--- src/rtl/cache_axi_arbiter_pkg.sv ---
// rtl/cache_axi_arbiter_pkg.sv - shared types for the cache/AXI-bridge arbiter
// Purpose: access-type encodings, requester ids and one-hot FSM state encodings
// shared by cache_axi_arbiter and rr_arbiter2.
// Ports: none (package).
package cache_axi_pkg;

  localparam logic [2:0] TYPE_BYTE = 3'b000;
  localparam logic [2:0] TYPE_HALF = 3'b001;
  localparam logic [2:0] TYPE_WORD = 3'b010;
  localparam logic [2:0] TYPE_LINE = 3'b100;

  typedef enum logic {
    REQ_IC = 1'b0,
    REQ_DC = 1'b1
  } req_id_e;

  typedef enum logic [1:0] {
    R_IDLE = 2'b01,
    R_WAIT = 2'b10
  } rd_state_e;

  typedef enum logic [1:0] {
    W_IDLE = 2'b01,
    W_BUSY = 2'b10
  } wr_state_e;

endpackage

--- src/rtl/cache_axi_arbiter_rr.sv ---
// rtl/cache_axi_arbiter_rr.sv - two-input round-robin grant
// Purpose: picks one of two requesters, alternating on ties.
// Ports: clk, resetn (async active-low), req[1:0] (index = req_id_e),
//        update_en (commit current grant as last grant), grant_valid, grant_id.
module rr_arbiter2
  import cache_axi_pkg::*;
(
  input  logic       clk,
  input  logic       resetn,
  input  logic [1:0] req,
  input  logic       update_en,
  output logic       grant_valid,
  output req_id_e    grant_id
);

  req_id_e last_grant_q, last_grant_d;

  always_comb begin
    grant_valid = |req;
    if (req[REQ_IC] && req[REQ_DC]) begin
      // Tie: favour whoever was not served last.
      grant_id = (last_grant_q == REQ_IC) ? REQ_DC : REQ_IC;
    end else if (req[REQ_IC]) begin
      grant_id = REQ_IC;
    end else begin
      grant_id = REQ_DC;
    end
    last_grant_d = (update_en && grant_valid) ? grant_id : last_grant_q;
  end

  // Reset to DC so that the icache wins the first tie.
  always_ff @(posedge clk or negedge resetn) begin
    if (!resetn) last_grant_q <= REQ_DC;
    else         last_grant_q <= last_grant_d;
  end

endmodule

--- src/rtl/cache_axi_arbiter.sv ---
// rtl/cache_axi_arbiter.sv - icache/dcache arbiter for the AXI bridge channels
// Purpose: round-robin read arbitration with burst ownership, single outstanding
// dcache write, and read-after-write line hazard blocking.
// Ports: ic_rd_*/ic_ret_* icache read side; dc_rd_*/dc_ret_* dcache read side;
//        dc_wr_* dcache write side; rd_*/ret_* and wr_*/wr_done bridge side.
module cache_axi_arbiter
  import cache_axi_pkg::*;
#(
  parameter int ADDR_W   = 32,
  parameter int DATA_W   = 32,
  parameter int LINE_OFF = 4
) (
  input  logic                  clk,
  input  logic                  resetn,
  input  logic                  ic_rd_req,
  input  logic [2:0]            ic_rd_type,
  input  logic [ADDR_W-1:0]     ic_rd_addr,
  output logic                  ic_rd_rdy,
  output logic                  ic_ret_valid,
  output logic                  ic_ret_last,
  output logic [DATA_W-1:0]     ic_ret_data,
  input  logic                  dc_rd_req,
  input  logic [2:0]            dc_rd_type,
  input  logic [ADDR_W-1:0]     dc_rd_addr,
  output logic                  dc_rd_rdy,
  output logic                  dc_ret_valid,
  output logic                  dc_ret_last,
  output logic [DATA_W-1:0]     dc_ret_data,
  input  logic                  dc_wr_req,
  input  logic [2:0]            dc_wr_type,
  input  logic [ADDR_W-1:0]     dc_wr_addr,
  input  logic [DATA_W/8-1:0]   dc_wr_wstrb,
  input  logic [4*DATA_W-1:0]   dc_wr_data,
  output logic                  dc_wr_rdy,
  output logic                  rd_req,
  output logic [2:0]            rd_type,
  output logic [ADDR_W-1:0]     rd_addr,
  input  logic                  rd_rdy,
  input  logic                  ret_valid,
  input  logic                  ret_last,
  input  logic [DATA_W-1:0]     ret_data,
  output logic                  wr_req,
  output logic [2:0]            wr_type,
  output logic [ADDR_W-1:0]     wr_addr,
  output logic [DATA_W/8-1:0]   wr_wstrb,
  output logic [4*DATA_W-1:0]   wr_data,
  input  logic                  wr_rdy,
  input  logic                  wr_done
);

  localparam int LINE_W = ADDR_W - LINE_OFF;

  rd_state_e         r_state_q, r_state_d;
  wr_state_e         w_state_q, w_state_d;
  req_id_e           owner_q, owner_d;
  logic [LINE_W-1:0] wr_line_q, wr_line_d;

  logic       write_pending;
  logic       ic_haz, dc_haz;
  logic [1:0] elig;
  logic       grant_valid;
  req_id_e    grant_id;
  logic       rd_accept;

  // The hazard drops in the wr_done cycle so a blocked read can go out then.
  assign write_pending = (w_state_q == W_BUSY) && !wr_done;
  assign ic_haz = write_pending && (ic_rd_addr[ADDR_W-1:LINE_OFF] == wr_line_q);
  assign dc_haz = write_pending && (dc_rd_addr[ADDR_W-1:LINE_OFF] == wr_line_q);

  always_comb begin
    elig = 2'b00;
    if (r_state_q == R_IDLE) begin
      elig[REQ_IC] = ic_rd_req && !ic_haz;
      elig[REQ_DC] = dc_rd_req && !dc_haz;
    end
  end

  rr_arbiter2 u_rr (
    .clk         (clk),
    .resetn      (resetn),
    .req         (elig),
    .update_en   (rd_accept),
    .grant_valid (grant_valid),
    .grant_id    (grant_id)
  );

  assign rd_accept = grant_valid && rd_rdy;

  always_comb begin
    r_state_d    = r_state_q;
    owner_d      = owner_q;
    w_state_d    = w_state_q;
    wr_line_d    = wr_line_q;
    rd_req       = 1'b0;
    rd_type      = 3'b000;
    rd_addr      = '0;
    ic_rd_rdy    = 1'b0;
    dc_rd_rdy    = 1'b0;
    ic_ret_valid = 1'b0;
    ic_ret_last  = 1'b0;
    ic_ret_data  = '0;
    dc_ret_valid = 1'b0;
    dc_ret_last  = 1'b0;
    dc_ret_data  = '0;
    wr_req       = 1'b0;
    dc_wr_rdy    = 1'b0;
    wr_type      = dc_wr_type;
    wr_addr      = dc_wr_addr;
    wr_wstrb     = dc_wr_wstrb;
    wr_data      = dc_wr_data;

    case (r_state_q)
      R_IDLE: begin
        // grant_valid is only set in R_IDLE (elig is masked elsewhere).
        if (grant_valid) begin
          rd_req    = 1'b1;
          rd_type   = (grant_id == REQ_IC) ? ic_rd_type : dc_rd_type;
          rd_addr   = (grant_id == REQ_IC) ? ic_rd_addr : dc_rd_addr;
          ic_rd_rdy = (grant_id == REQ_IC) && rd_rdy;
          dc_rd_rdy = (grant_id == REQ_DC) && rd_rdy;
        end
        if (rd_accept) begin
          owner_d   = grant_id;
          r_state_d = R_WAIT;
        end
      end
      R_WAIT: begin
        if (owner_q == REQ_IC) begin
          ic_ret_valid = ret_valid;
          ic_ret_last  = ret_valid && ret_last;
          ic_ret_data  = ret_valid ? ret_data : '0;
        end else begin
          dc_ret_valid = ret_valid;
          dc_ret_last  = ret_valid && ret_last;
          dc_ret_data  = ret_valid ? ret_data : '0;
        end
        if (ret_valid && ret_last) r_state_d = R_IDLE;
      end
      default: r_state_d = R_IDLE;
    endcase

    case (w_state_q)
      W_IDLE: begin
        wr_req    = dc_wr_req;
        dc_wr_rdy = wr_rdy;
        if (dc_wr_req && wr_rdy) begin
          wr_line_d = dc_wr_addr[ADDR_W-1:LINE_OFF];
          w_state_d = W_BUSY;
        end
      end
      W_BUSY: begin
        if (wr_done) w_state_d = W_IDLE;
      end
      default: w_state_d = W_IDLE;
    endcase

    // Outputs are forced low while reset is asserted, without waiting for a clock.
    if (!resetn) begin
      rd_req       = 1'b0;
      rd_type      = 3'b000;
      rd_addr      = '0;
      ic_rd_rdy    = 1'b0;
      dc_rd_rdy    = 1'b0;
      ic_ret_valid = 1'b0;
      ic_ret_last  = 1'b0;
      ic_ret_data  = '0;
      dc_ret_valid = 1'b0;
      dc_ret_last  = 1'b0;
      dc_ret_data  = '0;
      wr_req       = 1'b0;
      dc_wr_rdy    = 1'b0;
      wr_type      = 3'b000;
      wr_addr      = '0;
      wr_wstrb     = '0;
      wr_data      = '0;
    end
  end

  always_ff @(posedge clk or negedge resetn) begin
    if (!resetn) begin
      r_state_q <= R_IDLE;
      w_state_q <= W_IDLE;
      owner_q   <= REQ_IC;
      wr_line_q <= '0;
    end else begin
      r_state_q <= r_state_d;
      w_state_q <= w_state_d;
      owner_q   <= owner_d;
      wr_line_q <= wr_line_d;
    end
  end

endmodule

--- config.mk ---
export PLATFORM = sky130hd
export DESIGN_NAME = cache_axi_arbiter
export DESIGN_NICKNAME = d
export VERILOG_FILES = /design/src/rtl/cache_axi_arbiter_pkg.sv /design/src/rtl/cache_axi_arbiter_rr.sv /design/src/rtl/cache_axi_arbiter.sv
export SDC_FILE = /design/constraint.sdc
export NUM_CORES = 1
export LEC_CHECK = 0
export CAP_MARGIN = 5
export CORE_AREA = 5 5 210 212
export CTS_BUF_LIST = sky130_fd_sc_hd__clkbuf_8
export DETAILED_ROUTE_END_ITERATION = 10
export DIE_AREA = 0 0 215 217
export PLACE_DENSITY = 0.37
export SYNTH_ARGS = -nofsm -noshare
export SYNTH_HDL_FRONTEND = slang
export SYNTH_HIERARCHICAL = 1
export SYNTH_SLANG_ARGS = --single-unit
--- constraint.sdc ---
create_clock -name clk -period 3.1 [get_ports clk]
set_clock_uncertainty 0.15 [all_clocks]
set_input_delay 0.465 -clock clk [delete_from_list [all_inputs] [get_ports clk]]
set_output_delay 0.465 -clock clk [all_outputs]
set_load 0.01 [all_outputs]
==> run summary <==
- built — CTS tree
- 1640 — number of non-filler instances in the completed layout
- -712 ps — accumulated negative setup slack
- 310 ps — Clk Latency, worst-skew pair
- 657 ps — actual slew at the worst max-slew pin
- 0.180 — part of the power in registers
- 6 — number of warnings reported in the yosys synthesis log
- owner_q$_DFFE_PN0P_ — destination of the worst register-to-register timing path
- 34 — number of synthesized register bits
- 5 — clock buffer count from CTS
- 80 ps — Clk pin slew, worst setup/hold paths
- 0.099 — Clock Power Share
- 0 — final hold violation count
- input pin — kind of start point of the critical path
- 29 — Unique masters post-synth
- 2540 ps — data arrival time of the critical path
- finished, violations left — result of the run
- -953 ps — post-placement worst setup slack
- 0 — count of flip-flops with a built-in enable after synthesis
- sky130_fd_sc_hd__and2_1 — most frequent cell after synthesis
- 29300 um — DPL Wire Length
- 10 — Register-to-Register Path Depth
- 3160 ps — Final Critical Period
- 127 — detailed router's first-iteration violation count
- 0 — sum of overflow across all layers after global routing
- 0 — Final Max Tran Viols
- -59.8 ps — setup ws final
- 2.39 mW — internal power consumption
- 2 — maximum count of clock buffers along a single path
- 20.3 um — WL per Instance
- 34 — sink count of the clock tree
- 0.135 — total track usage
- sky130_fd_sc_hd__and2_1 (35%), sky130_fd_sc_hd__dfrtp_1 (19%), sky130_fd_sc_hd__xnor2_1 (12%), sky130_fd_sc_hd__mux2i_1 (8.4%), sky130_fd_sc_hd__mux2_4 (7.2%) — cells taking the most area after synthesis
- sky130_fd_sc_hd__and2_1 — cell taking the most area after synthesis
- 51.0 ps — worst hold slack across all endpoints
- 1.51 mW — NetSw
- sky130_fd_sc_hd__dfrtp_1 — flip-flop cell with the highest count after synthesis
- 346 nW/um^2 — power density over the cells
- 554 — number of top-level design ports
- 0.316 GHz — f_max
- 217 um — Die H
- 0 — Detail Route Antenna Nets
- 3.91 mW — Power Total
- 4 — number of iterations in the first detailed-routing pass
- 0.387 — switching part of the total power
- 0 — number of DRC violations after detailed routing
- 2480 ps — critical path required time
- sky130_fd_sc_hd__clkbuf_8 — CTS root buffer
- 0.771 — Placer Congestion
- 41800 um^2 — Core Footprint
- 0.562 — worst rel slew slack
- yes — setup repair after global routing missed its margin
- 0.0997 — starting density of the core
- 6333 — number of global-route vias before repair
- 75 — number of rows created at floorplan
- 33400 um — final routed wirelength across all metal layers
- 90 — maximum number of pins on one net before global-route repair
- 10700 um^2 — post-detailed-placement cell area
- sky130_fd_sc_hd__and2_1 (235), sky130_fd_sc_hd__xnor2_1 (56), sky130_fd_sc_hd__nor2_1 (36), sky130_fd_sc_hd__mux2i_1 (35), sky130_fd_sc_hd__dfrtp_1 (31) — most frequent cells after synthesis
- setup timing — failing checks
- input pin to async pin — kind of path behind the tightest hold check
- 5828 — overall via count from detail_route
- 788 — synthesized net count
- 4.70 nW — reported leakage power
- 8 — initial antenna violation count
- 0.720 — combinational share of power
- 24 — total of endpoints with negative setup slack in the final report
- 1621 — total instance count after detailed placement
- 8.18 um^2 — Mean Syn Cell Area
- 8 — top fanout value on the critical path
- 46200 um — first-pass GRT wire length
- 2 — H-tree level count
- 640 ps — slack of the worst reg-to-reg path
- 215 um — Die Span X
- 11300 um^2 — final instance area
- 1.02 — share of the cycle needed by the critical path after routing
- 3.55 — vias per cell
- 0.198 — share of layout cells above drive strength 1
- 0 — Max-cap violations
- 172% — area growth from synthesis to final layout
- 0.205 — register area share after synthesis
- 46700 um^2 — Total Die Area
- 1378 — final net count
- 0.195 mV — Max IR drop VDD
- 1.00 — async set-or-reset flop fraction in the synthesized netlist
- 4160 um^2 — synthesized cell area
- wr_line_q[20]$_DFFE_PN0P_ — Crit Reg-Reg Startpoint
- 0.353 — Synth top area share
- 553 — total of buffers placed on input and output ports
- input pin to primary output — kind of critical path
- 0.271 — core occupancy in the finished layout
- primary output — category of the worst setup path capture point
- 509 — Post-Synthesis Cells
[worst max-delay path by stage]
| stage | from | endpoint | slack (ps) | cells after the start |
|---|---|---|---|---|
| 6_report | ic_rd_addr[22] | rd_addr[5] | -60 | 11 |
| 5_1_grt | wr_line_q[21]$_DFFE_PN0P_ | rd_addr[20] | -200 | 12 |
| 4_1_cts | wr_line_q[21]$_DFFE_PN0P_ | rd_addr[25] | -160 | 12 |
| 3_5_place_dp | dc_rd_addr[31] | rd_addr[31] | -950 | 11 |
| 3_3_place_gp | dc_rd_addr[31] | rd_addr[31] | -980 | 11 |
| 2_1_floorplan | wr_done | rd_addr[16] | 500 | 9 |
[worst max-delay path: stages]
cell                              delay, ps
sky130_fd_sc_hd__clkdlybuf4s50_1        500
sky130_fd_sc_hd__xnor2_1                130
sky130_fd_sc_hd__nand4_1                120
sky130_fd_sc_hd__nor4_2                 310
sky130_fd_sc_hd__a21oi_2                130
sky130_fd_sc_hd__o21ai_4                130
sky130_fd_sc_hd__buf_12                 170
sky130_fd_sc_hd__buf_16                 150
sky130_fd_sc_hd__mux2i_2                240
sky130_fd_sc_hd__nor2_1                  50
sky130_fd_sc_hd__buf_2                  140
[cell usage in the layout, fill, tap and decap left out, drive strengths merged]
cell type / n
dfrtp: 31
a21oi: 3
nor2b: 3
inv: 5
dfstp: 3
mux2: 29
and3: 3
buf: 102
mux2i: 35
nor2: 38
nor3b: 1
nand2: 8
clkbuf: 7
or2: 1
xnor2: 56
dlymetal6s2s: 11
dlygate4sd2: 36
and2: 235
clkdlybuf4s50: 465
o21ai: 1
clkinv: 1
clkdlybuf4s15: 1
nand3: 5
nor4: 4
dlygate4sd3: 1
a31oi: 2
diode: 1
clkinvlp: 1
nand4: 12
[registers in the layout, summed over array words and instances (netlist names)]
signal             flops
owner_q                1
w_state_q              2
u_rr/last_grant_q      1
wr_line_q             28
r_state_q              2
[cell type report]
cell class	instances	area, um^2
clock buffer	6	82.6
tap	539	674
antenna	1	2.50
sequential	34	856
timing repair buffer	617	6040
multi-input combinational	436	3620
fill	4510	30500
inverter	5	21.3
clock inverter	2	12.5
[logic make-up (layout without fill, tap and decap cells)]
group           count (synthesis)  after routing  share of synthesized area
compound gates                  6              6                    0.00781
xor+xnor                       56             56                      0.118
buf+inv                        39            630                     0.0439
flops                          34             34                      0.205
mux                            64             64                      0.181
other cells                     0              1                          0
simple gates                  310            310                      0.444
[layer usage]
metal  GRT usage  wire, um  vias up
met2       0.269     18300      329
met4      0.0305       607        2
li1            -         -     2810
met3      0.0425      2650       24
met1       0.136     11700     2663
met5           0        13        -
[timing repair]
item                                    in CTS  in global routing
endpoints found under the hold margin        6                  0
gates resized for setup                    268                 48
buffers inserted                             9                  1
endpoints found under the setup margin      38                 38
cloned                                       2                  0
pin swaps                                   47                 30
hold buffers                                 1                  0
[power by group through the flow]
stage	sequential, mW	clock (mW)	combinational (mW)
2_1_floorplan	0.665	0	1.01
3_3_place_gp	0.691	0	2.55
3_5_place_dp	0.695	0	2.53
4_1_cts	0.704	0.428	2.79
5_1_grt	0.722	0.446	3.00
6_report	0.705	0.388	2.81
Note: power is estimated with default switching activity, not from simulation.
